**src/rtl/immediate_extender_pipe.sv**
```systemverilog
// RISC-V immediate extender: decodes I/S/B/U/J (and CSR zimm when IMM_ZICSR_EN
// is defined) into an N-bit immediate, buffered through a 2-entry skid FIFO.
module immediate_extender_pipe #(
  parameter int unsigned N = 64
) (
  input  logic         clock,
  input  logic         reset,
  input  logic         flush,
  input  logic         instruction_valid,
  output logic         instruction_ready,
  input  logic [31:0]  instruction,
  output logic         immediate_valid,
  input  logic         immediate_ready,
  output logic [N-1:0] immediate,
  output logic [2:0]   imm_format,
  output logic         imm_illegal
);

  typedef enum logic [2:0] {
    FMT_NONE = 3'd0,
    FMT_I    = 3'd1,
    FMT_S    = 3'd2,
    FMT_B    = 3'd3,
    FMT_U    = 3'd4,
    FMT_J    = 3'd5,
    FMT_Z    = 3'd6,
    FMT_RSVD = 3'd7
  } imm_fmt_e;

  localparam logic [6:0] OPC_LOAD     = 7'b0000011;
  localparam logic [6:0] OPC_OP_IMM   = 7'b0010011;
  localparam logic [6:0] OPC_JALR     = 7'b1100111;
  localparam logic [6:0] OPC_OP_IMM32 = 7'b0011011;
  localparam logic [6:0] OPC_SYSTEM   = 7'b1110011;
  localparam logic [6:0] OPC_STORE    = 7'b0100011;
  localparam logic [6:0] OPC_BRANCH   = 7'b1100011;
  localparam logic [6:0] OPC_LUI      = 7'b0110111;
  localparam logic [6:0] OPC_AUIPC    = 7'b0010111;
  localparam logic [6:0] OPC_JAL      = 7'b1101111;

  localparam bit NARROW = (N == 32);

  logic [6:0]         opcode;
  logic [2:0]         funct3;
  logic signed [31:0] imm_i;
  logic signed [31:0] imm32;
  imm_fmt_e           dec_fmt;
  logic               dec_ill;
  logic [N-1:0]       dec_imm;

  assign opcode = instruction[6:0];
  assign funct3 = instruction[14:12];
  assign imm_i  = {{20{instruction[31]}}, instruction[31:20]};

  // All formats are built as a signed 32-bit value and sign-extended once to N.
  always_comb begin
    imm32   = '0;
    dec_fmt = FMT_NONE;
    dec_ill = 1'b0;
    case (opcode)
      OPC_LOAD, OPC_JALR: begin
        dec_fmt = FMT_I;
        imm32   = imm_i;
      end
      OPC_OP_IMM: begin
        dec_fmt = FMT_I;
        imm32   = imm_i;
        dec_ill = NARROW && (funct3 == 3'b001 || funct3 == 3'b101) && instruction[25];
      end
      OPC_OP_IMM32: begin
        dec_fmt = FMT_I;
        imm32   = imm_i;
        dec_ill = NARROW;
      end
      OPC_SYSTEM: begin
`ifdef IMM_ZICSR_EN
        if (funct3[2]) begin
          dec_fmt = FMT_Z;
          imm32   = {27'b0, instruction[19:15]};
        end else begin
          dec_fmt = FMT_I;
          imm32   = imm_i;
        end
`else
        dec_fmt = FMT_I;
        imm32   = imm_i;
`endif
      end
      OPC_STORE: begin
        dec_fmt = FMT_S;
        imm32   = {{20{instruction[31]}}, instruction[31:25], instruction[11:7]};
      end
      OPC_BRANCH: begin
        dec_fmt = FMT_B;
        imm32   = {{19{instruction[31]}}, instruction[31], instruction[7],
                   instruction[30:25], instruction[11:8], 1'b0};
      end
      OPC_LUI, OPC_AUIPC: begin
        dec_fmt = FMT_U;
        imm32   = {instruction[31:12], 12'b0};
      end
      OPC_JAL: begin
        dec_fmt = FMT_J;
        imm32   = {{11{instruction[31]}}, instruction[31], instruction[19:12],
                   instruction[20], instruction[30:21], 1'b0};
      end
      default: begin
        dec_fmt = FMT_NONE;
        dec_ill = 1'b1;
      end
    endcase
    dec_imm = N'(imm32);
  end

  logic [N-1:0] imm_q [2];
  imm_fmt_e     fmt_q [2];
  logic         ill_q [2];
  logic [1:0]   count_q, count_d;
  logic         rd_q, rd_d;
  logic         wr_q, wr_d;
  logic         push, pop;

  assign instruction_ready = (count_q < 2'd2);
  assign immediate_valid   = (count_q != 2'd0);
  assign push = instruction_valid & instruction_ready;
  assign pop  = immediate_valid & immediate_ready;

  always_comb begin
    count_d = count_q;
    rd_d    = rd_q;
    wr_d    = wr_q;
    if (flush) begin
      count_d = '0;
      rd_d    = 1'b0;
      wr_d    = 1'b0;
    end else begin
      if (push) wr_d = ~wr_q;
      if (pop)  rd_d = ~rd_q;
      case ({push, pop})
        2'b10:   count_d = count_q + 2'd1;
        2'b01:   count_d = count_q - 2'd1;
        default: count_d = count_q;
      endcase
    end
  end

  always_ff @(posedge clock or posedge reset) begin
    if (reset) begin
      count_q <= '0;
      rd_q    <= 1'b0;
      wr_q    <= 1'b0;
      for (int unsigned i = 0; i < 2; i++) begin
        imm_q[i] <= '0;
        fmt_q[i] <= FMT_NONE;
        ill_q[i] <= 1'b0;
      end
    end else begin
      count_q <= count_d;
      rd_q    <= rd_d;
      wr_q    <= wr_d;
      if (push && !flush) begin
        imm_q[wr_q] <= dec_imm;
        fmt_q[wr_q] <= dec_fmt;
        ill_q[wr_q] <= dec_ill;
      end
    end
  end

  assign immediate   = imm_q[rd_q];
  assign imm_format  = fmt_q[rd_q];
  assign imm_illegal = ill_q[rd_q];

endmodule
```
**config.mk**
```make
export PLATFORM = sky130hd
export DESIGN_NAME = immediate_extender_pipe
export DESIGN_NICKNAME = d
export VERILOG_FILES = /design/src/rtl/immediate_extender_pipe.sv
export SDC_FILE = /design/constraint.sdc
export NUM_CORES = 1
export LEC_CHECK = 0
export ABC_CLOCK_PERIOD_IN_PS = 3200
export BUFFER_PORTS_ARGS = -buffer_cell sky130_fd_sc_hd__buf_2
export CAP_MARGIN = 20
export CORE_ASPECT_RATIO = 1.5
export CORE_UTILIZATION = 31
export DETAILED_ROUTE_END_ITERATION = 7
export PLACE_DENSITY_LB_ADDON = 0.08
export SLEW_MARGIN = 15
export SYNTH_ARGS = -nofsm -noshare
export SYNTH_HDL_FRONTEND = slang
export SYNTH_SLANG_ARGS = --single-unit
```
**constraint.sdc**
```tcl
create_clock -name clock -period 3.2 [get_ports clock]
set_input_delay 0 -clock clock [delete_from_list [all_inputs] [get_ports clock]]
set_output_delay 0 -clock clock [all_outputs]
set_load 0.1 [all_outputs]
```
After elaboration in Yosys (flattened, before gate mapping)
Index checks and enable logic that the tools add are counted.

storage, ports and cells
  output and inout bits = 70
  flip-flop bits (word level) = 140

operators by class
  bitwise operators = 6
  eq/ne operators = 12
  $add $sub $neg = 2
  magnitude comparators = 4
  muxes and demuxes = 27
  reduce and logical (&&, ||, !) cells = 10

operators with widths
  kind                                                 count
  two-way mux 64 bit                                   4
  case mux 32 bit (5 select lines)                     1
  bitwise mux 128 bit                                  1
  demux 64 bit (select 1 bit)                          1
  equality test 7 bit, second input constant           4
  equality test 7 x 5 -> 1 bit, second input constant  3
  case mux 3 bit (5 select lines)                      1
  equality test 7 x 6 -> 1 bit, second input constant  2
  two-way mux 3 bit                                    4
  OR reduction 10 bit                                  1
  two-way mux 1 bit                                    9
  equality test 7 x 2 -> 1 bit, second input constant  1
  bitwise mux 6 bit                                    1
  nonzero test 2 bit                                   3
  OR reduction 5 bit                                   1
  >= comparator 2 bit, second input constant           2
  inverter 1 -> 2 bit                                  2
  case mux 2 bit (2 select lines)                      1
  demux 3 bit (select 1 bit)                           1
  nonzero test 3 bit                                   1
  adder 2 x 1 -> 2 bit, second input constant          1
  AND 1 bit                                            2
  bitwise mux 2 bit                                    1
  equality test 2 x 1 -> 1 bit, second input constant  1
  10 further kinds                                     12

Logic depth before layout (Yosys ltp)
  word-level depth = 6
  gate-level depth with buffers = 6
  mapped depth without buffers = 4

Worst setup path after synthesis
OpenSTA, ideal clock, no wires.

  path type = register -> output
  from = register rd_q
  to = output immediate[32]
  cell stages (with the launch flop) = 5
  arrival time = 2107 ps
  buffers on the path = 3
  path slack = 1093 ps
  cell sequence = dfrtp_1 > clkbuf_1 > buf_2 > mux2_2 > buf_4

on the way
  longest elaborated chain between the ends = 4

RTL lines
  item                                                   RTL line  source
  from (decl)                                            119       logic rd_q, rd_d;
  from (signal assigned)                                 159       rd_q <= rd_d;
  inverter 1 -> 2 bit (not written as such)              169       assign immediate = imm_q[rd_q];
  two-way mux 64 bit (not written as such) (3 in a row)  169
  to (decl)                                              14        output logic [N-1:0] immediate,

Every way passes these cells. The select of a mux whose other input is x is not followed.

Final worst setup path
  from = register rd_q
  to = output immediate[25]

Same word-level chain as after synthesis.

==> results.md <==
- The H-tree generated during clock tree synthesis spans 3 levels.
- The critical path buffer and inverter count is 2.
- The checks that failed: design-rule violations.
- The number of buffers added by the clock tree synthesis step is 9.
- TritonCTS built the clock tree.
- Buffers added to address setup during post-CTS repair amount to 0.
- VDD sags by at most 230.2 uV.
- In this run the horizontal extent of the chip is 98.34 um.
- Traced cell by cell, the critical path runs through buf_4, mux2_2, buf_2.
- The post-synthesis net count is 479.
- The total number of placement rows is 52.
- After detailed routing, the number of remaining DRC violations is 11.
- The worst-margin pin slew is around 0.95 ns.
- sky130_fd_sc_hd__dfrtp_1 is the most common cell in the netlist.
- The placed instances occupy a cell area of 4707 um^2.
- The first global-routing pass estimated 17.82 mm of wire.
- The worst setup path is launched from a flop.
- Once layout is done, the placed cells without fillers occupy about 5000 um^2.
- The post-route fraction of the period consumed by the critical path is around 68%.
- The number of instances resized during post-cts repair is 0.
- Ranked by total cell area, the synthesized netlist is headed by sky130_fd_sc_hd__dfrtp_1, sky130_fd_sc_hd__mux2_2, sky130_fd_sc_hd__buf_4.
- In this run the worst hold path is classified as in2reg.
- The number of failing hold endpoints at the final stage is 0.
- The final setup violation count is 0.
- By count the netlist is led by sky130_fd_sc_hd__dfrtp_1, sky130_fd_sc_hd__nand2_1, sky130_fd_sc_hd__mux2_2.
- The net count reported at finish is 551.
- After detailed routing, the average wire length per cell comes to ~16 um.
- The number of enable-type register cells in the synthesized netlist is 0.
- The maximum clock rate is 460.2 MHz.
- The fraction of registers with async set/reset is 100.0%.
- The synthesized design spends more area on one cell type than any other, namely sky130_fd_sc_hd__dfrtp_1.
- The post-layout minimum cycle time is 2.173 ns.
- The worst path meets setup with 1.027 ns of slack.
- The number of slew-limit violations in the final report is 0.
- The sequential-to-total area share from yosys stat is around 44%.
- The most instantiated flip-flop cell in the synthesis netlist is sky130_fd_sc_hd__dfrtp_1.
- On the worst path, the slowest cell contributes a delay of 0.74 ns.
- The total wire length is 10.97 mm.
- The detailed-route wire length on metal 1 is around 4.9 mm.
- The per-cell via count in the routed design is roughly 4.9.
- The number of flip-flops and latches in the synthesized netlist is 76.
- The aggregate negative setup slack is 0 ns.
- Before CTS, the worst setup slack after placement is 1.292 ns.
- The highest metal layer used by the detailed router is met4.
- In the final layout, the share of cells above drive strength 1 is 36.61%.
- The floorplan core area is 13530 um^2.
- The relative max-transition margin is 36.21%.
- The run finished, with violations left.
- The via count of the first global-routing pass is 3274.
- The reg2reg setup slack is 1.32 ns.
- The class of the most critical setup path is reg2out.
- The routed design uses 5.301 mm of met2 wire.
- Of the post-synthesis cell area, the dominant cell type holds 44.07%.
- At the end of routability-driven placement, the weighted congestion stood at 0.7474.
- The cell at the slowest stage of the critical path is sky130_fd_sc_hd__dfrtp_1.
- The area of the die is between 10000 and 15000 um^2.
- The placed wire-length estimate is 7.779 mm.
- The cell area after technology mapping is 4315 um^2.
- The clock slew seen by the registers of the worst setup and hold paths is 0.06 ns.
- The max-cap violation count is 0.
- The worst endpoint required time is 3.20 ns.
- Clock tree synthesis found a total of between 70 and 80 sinks.
- In this run the tool buffered the top-level ports with approximately 110 buffer cells.
- Between clock sinks in the finished design, the worst skew comes to about 0.0054 ns.
- The number of antenna diodes in the final layout is 0.
- The number of antenna violations at the first check in global routing is 0.
- The first TritonRoute pass finished after 8 iterations.
- Global routing used between 10% and 20% of the available tracks across all layers.
- Power spread over the standard cell area amounts to approximately 570 nW/um^2.
- The maximum fanout along the worst path is 16.
- Summed over all cells, the static leakage comes to 2.401 nW.
- The data arrival at the endpoint of the critical path is 2.17 ns.
- Setup repair after global routing left no endpoint under its margin.
- Counting along the longest clock path gives a buffer depth of 2.
- The number of DRC violations after detailed-routing iteration 0 is 133.
- The gate family responsible for the most delay along the worst path is flip-flops.
- In the detailed route, the total length drawn on met3 is 533 um.
- Clock latency on the worst-skew pair, taken at its later pin, is 0.34 ns.
- The netlist uses 47 different library cells.
- The total congestion overflow after global routing is 0.
- The Yosys step of the flow raised 0 warnings.
- The element type at the critical path end is an output pin.
- For this configuration, the core starts out at a cell density of 31.89%.
- In this run the remaining antenna-violating nets after routing total 0.
- The master cell of the clock root buffer is sky130_fd_sc_hd__clkbuf_16.
- The number of fill cells is ~1400.
- Entering global routing, the biggest net connects 45 pins.
- The height of the die is 146.5 um.
- The average instance area after synthesis is 9.763 um^2.
- The via total after detailed routing is 3368.
- Pin placement for this block handled approximately 110 I/O pins.
- The area growth from synthesis to layout is 18.41%.
- In the synthesized netlist, the number of instances is 442.
[where the power goes]
group          switching (mW)  total, mW  internal [mW]
registers              0.0446       1.08           1.04
clock network           0.435      0.970          0.534
logic                   0.663      0.842          0.179
[stage by stage]
step           total power [mW]  hold WS (ns)  instances  util [%]
2_1_floorplan             1.835       0.06314        442         -
3_3_place_gp              1.933        0.2481        653     34.78
3_5_place_dp              1.937        0.2563        653     34.78
4_1_cts                   2.936     0.0001799        681     37.76
5_1_grt                   3.019       0.02269        681     37.76
6_report                  2.893      0.009572        681     37.76
[worst paths after layout]
path	start	end	cells past startpoint
max in group asynchronous	reset	imm_q[23]	4
setup reg to reg	count_q[1]	imm_q[8]	3
setup / recovery	rd_q	immediate[25]	3
hold / removal	instruction[26]	imm_q[70]	3
hold reg to reg	imm_q[9]	imm_q[9]	2
min in group asynchronous	reset	count_q[0]	3
[worst register-to-register path, stage by stage, from the launching register on]
cell                       delay (ns)
sky130_fd_sc_hd__dfrtp_1         0.42
sky130_fd_sc_hd__nand2b_4        0.19
sky130_fd_sc_hd__or3b_2          0.84
sky130_fd_sc_hd__o31ai_1         0.34
[cell families (layout without fill, tap and decap cells)]
logic type | count (synthesis) | count (layout) | synth area share, %
AO/OA/AOI/OAI | 111 | 111 | 17.31
AND/OR/NAND/NOR | 112 | 112 | 12.56
multiplexers | 55 | 55 | 14.06
buffers and inverters | 85 | 162 | 11.39
flip-flops | 76 | 76 | 44.07
XOR/XNOR | 3 | 3 | 0.6090
[area by class of cell]
| class | instances | area, um^2 | share of cell area [%] |
|---|---|---|---|
| Timing Repair Buffer | 124 | 708.2 | 13.86 |
| Multi-Input combinational cell | 281 | 1932 | 37.81 |
| Clock inverter | 7 | 57.56 | 1.126 |
| Tap cell | 162 | 202.7 | 3.967 |
| Sequential cell | 76 | 1902 | 37.22 |
| Clock buffer | 9 | 225.2 | 4.407 |
| Inverter | 22 | 82.58 | 1.616 |
[per-layer routing]
layer,vias to the layer above,global-route usage [%]
li1,1658,-
met1,1583,20.35
met2,116,26.58
met3,11,3.064
met4,0,6.194
met5,-,0
[sequential cells by signal (all words and copies together) (netlist names)]
signal,cells
ill_q,2
rd_q,1
wr_q,1
fmt_q,6
imm_q,64
count_q,2
[what timing repair did]
| item | in CTS | in global routing |
|---|---|---|
| hold buffers | 12 | 0 |
| endpoints found under the setup margin | 0 | 0 |
| endpoints found under the hold margin | 61 | 0 |
[cell usage in the layout (no fill, tap or decap), types with 3 or more instances in the layout]
| cell | instances |
|---|---|
| sky130_fd_sc_hd__o21ai_0 | 33 |
| sky130_fd_sc_hd__nor2_1 | 16 |
| sky130_fd_sc_hd__a31oi_1 | 9 |
| sky130_fd_sc_hd__nor3_1 | 11 |
| sky130_fd_sc_hd__clkinvlp_4 | 3 |
| sky130_fd_sc_hd__a211oi_2 | 8 |
| sky130_fd_sc_hd__o31ai_1 | 14 |
| sky130_fd_sc_hd__inv_1 | 21 |
| sky130_fd_sc_hd__buf_2 | 106 |
| sky130_fd_sc_hd__dfrtp_1 | 76 |
| sky130_fd_sc_hd__mux2i_1 | 16 |
| sky130_fd_sc_hd__nor2b_1 | 3 |
| sky130_fd_sc_hd__buf_4 | 5 |
| sky130_fd_sc_hd__mux2_2 | 37 |
| sky130_fd_sc_hd__o211ai_1 | 4 |
| sky130_fd_sc_hd__inv_6 | 3 |
| sky130_fd_sc_hd__a21oi_1 | 13 |
| sky130_fd_sc_hd__dlygate4sd3_1 | 12 |
| sky130_fd_sc_hd__clkbuf_16 | 9 |
| sky130_fd_sc_hd__nand2_1 | 60 |
| sky130_fd_sc_hd__o21ai_1 | 17 |
| sky130_fd_sc_hd__or3b_1 | 3 |
Power figures use the tool's default switching activity.
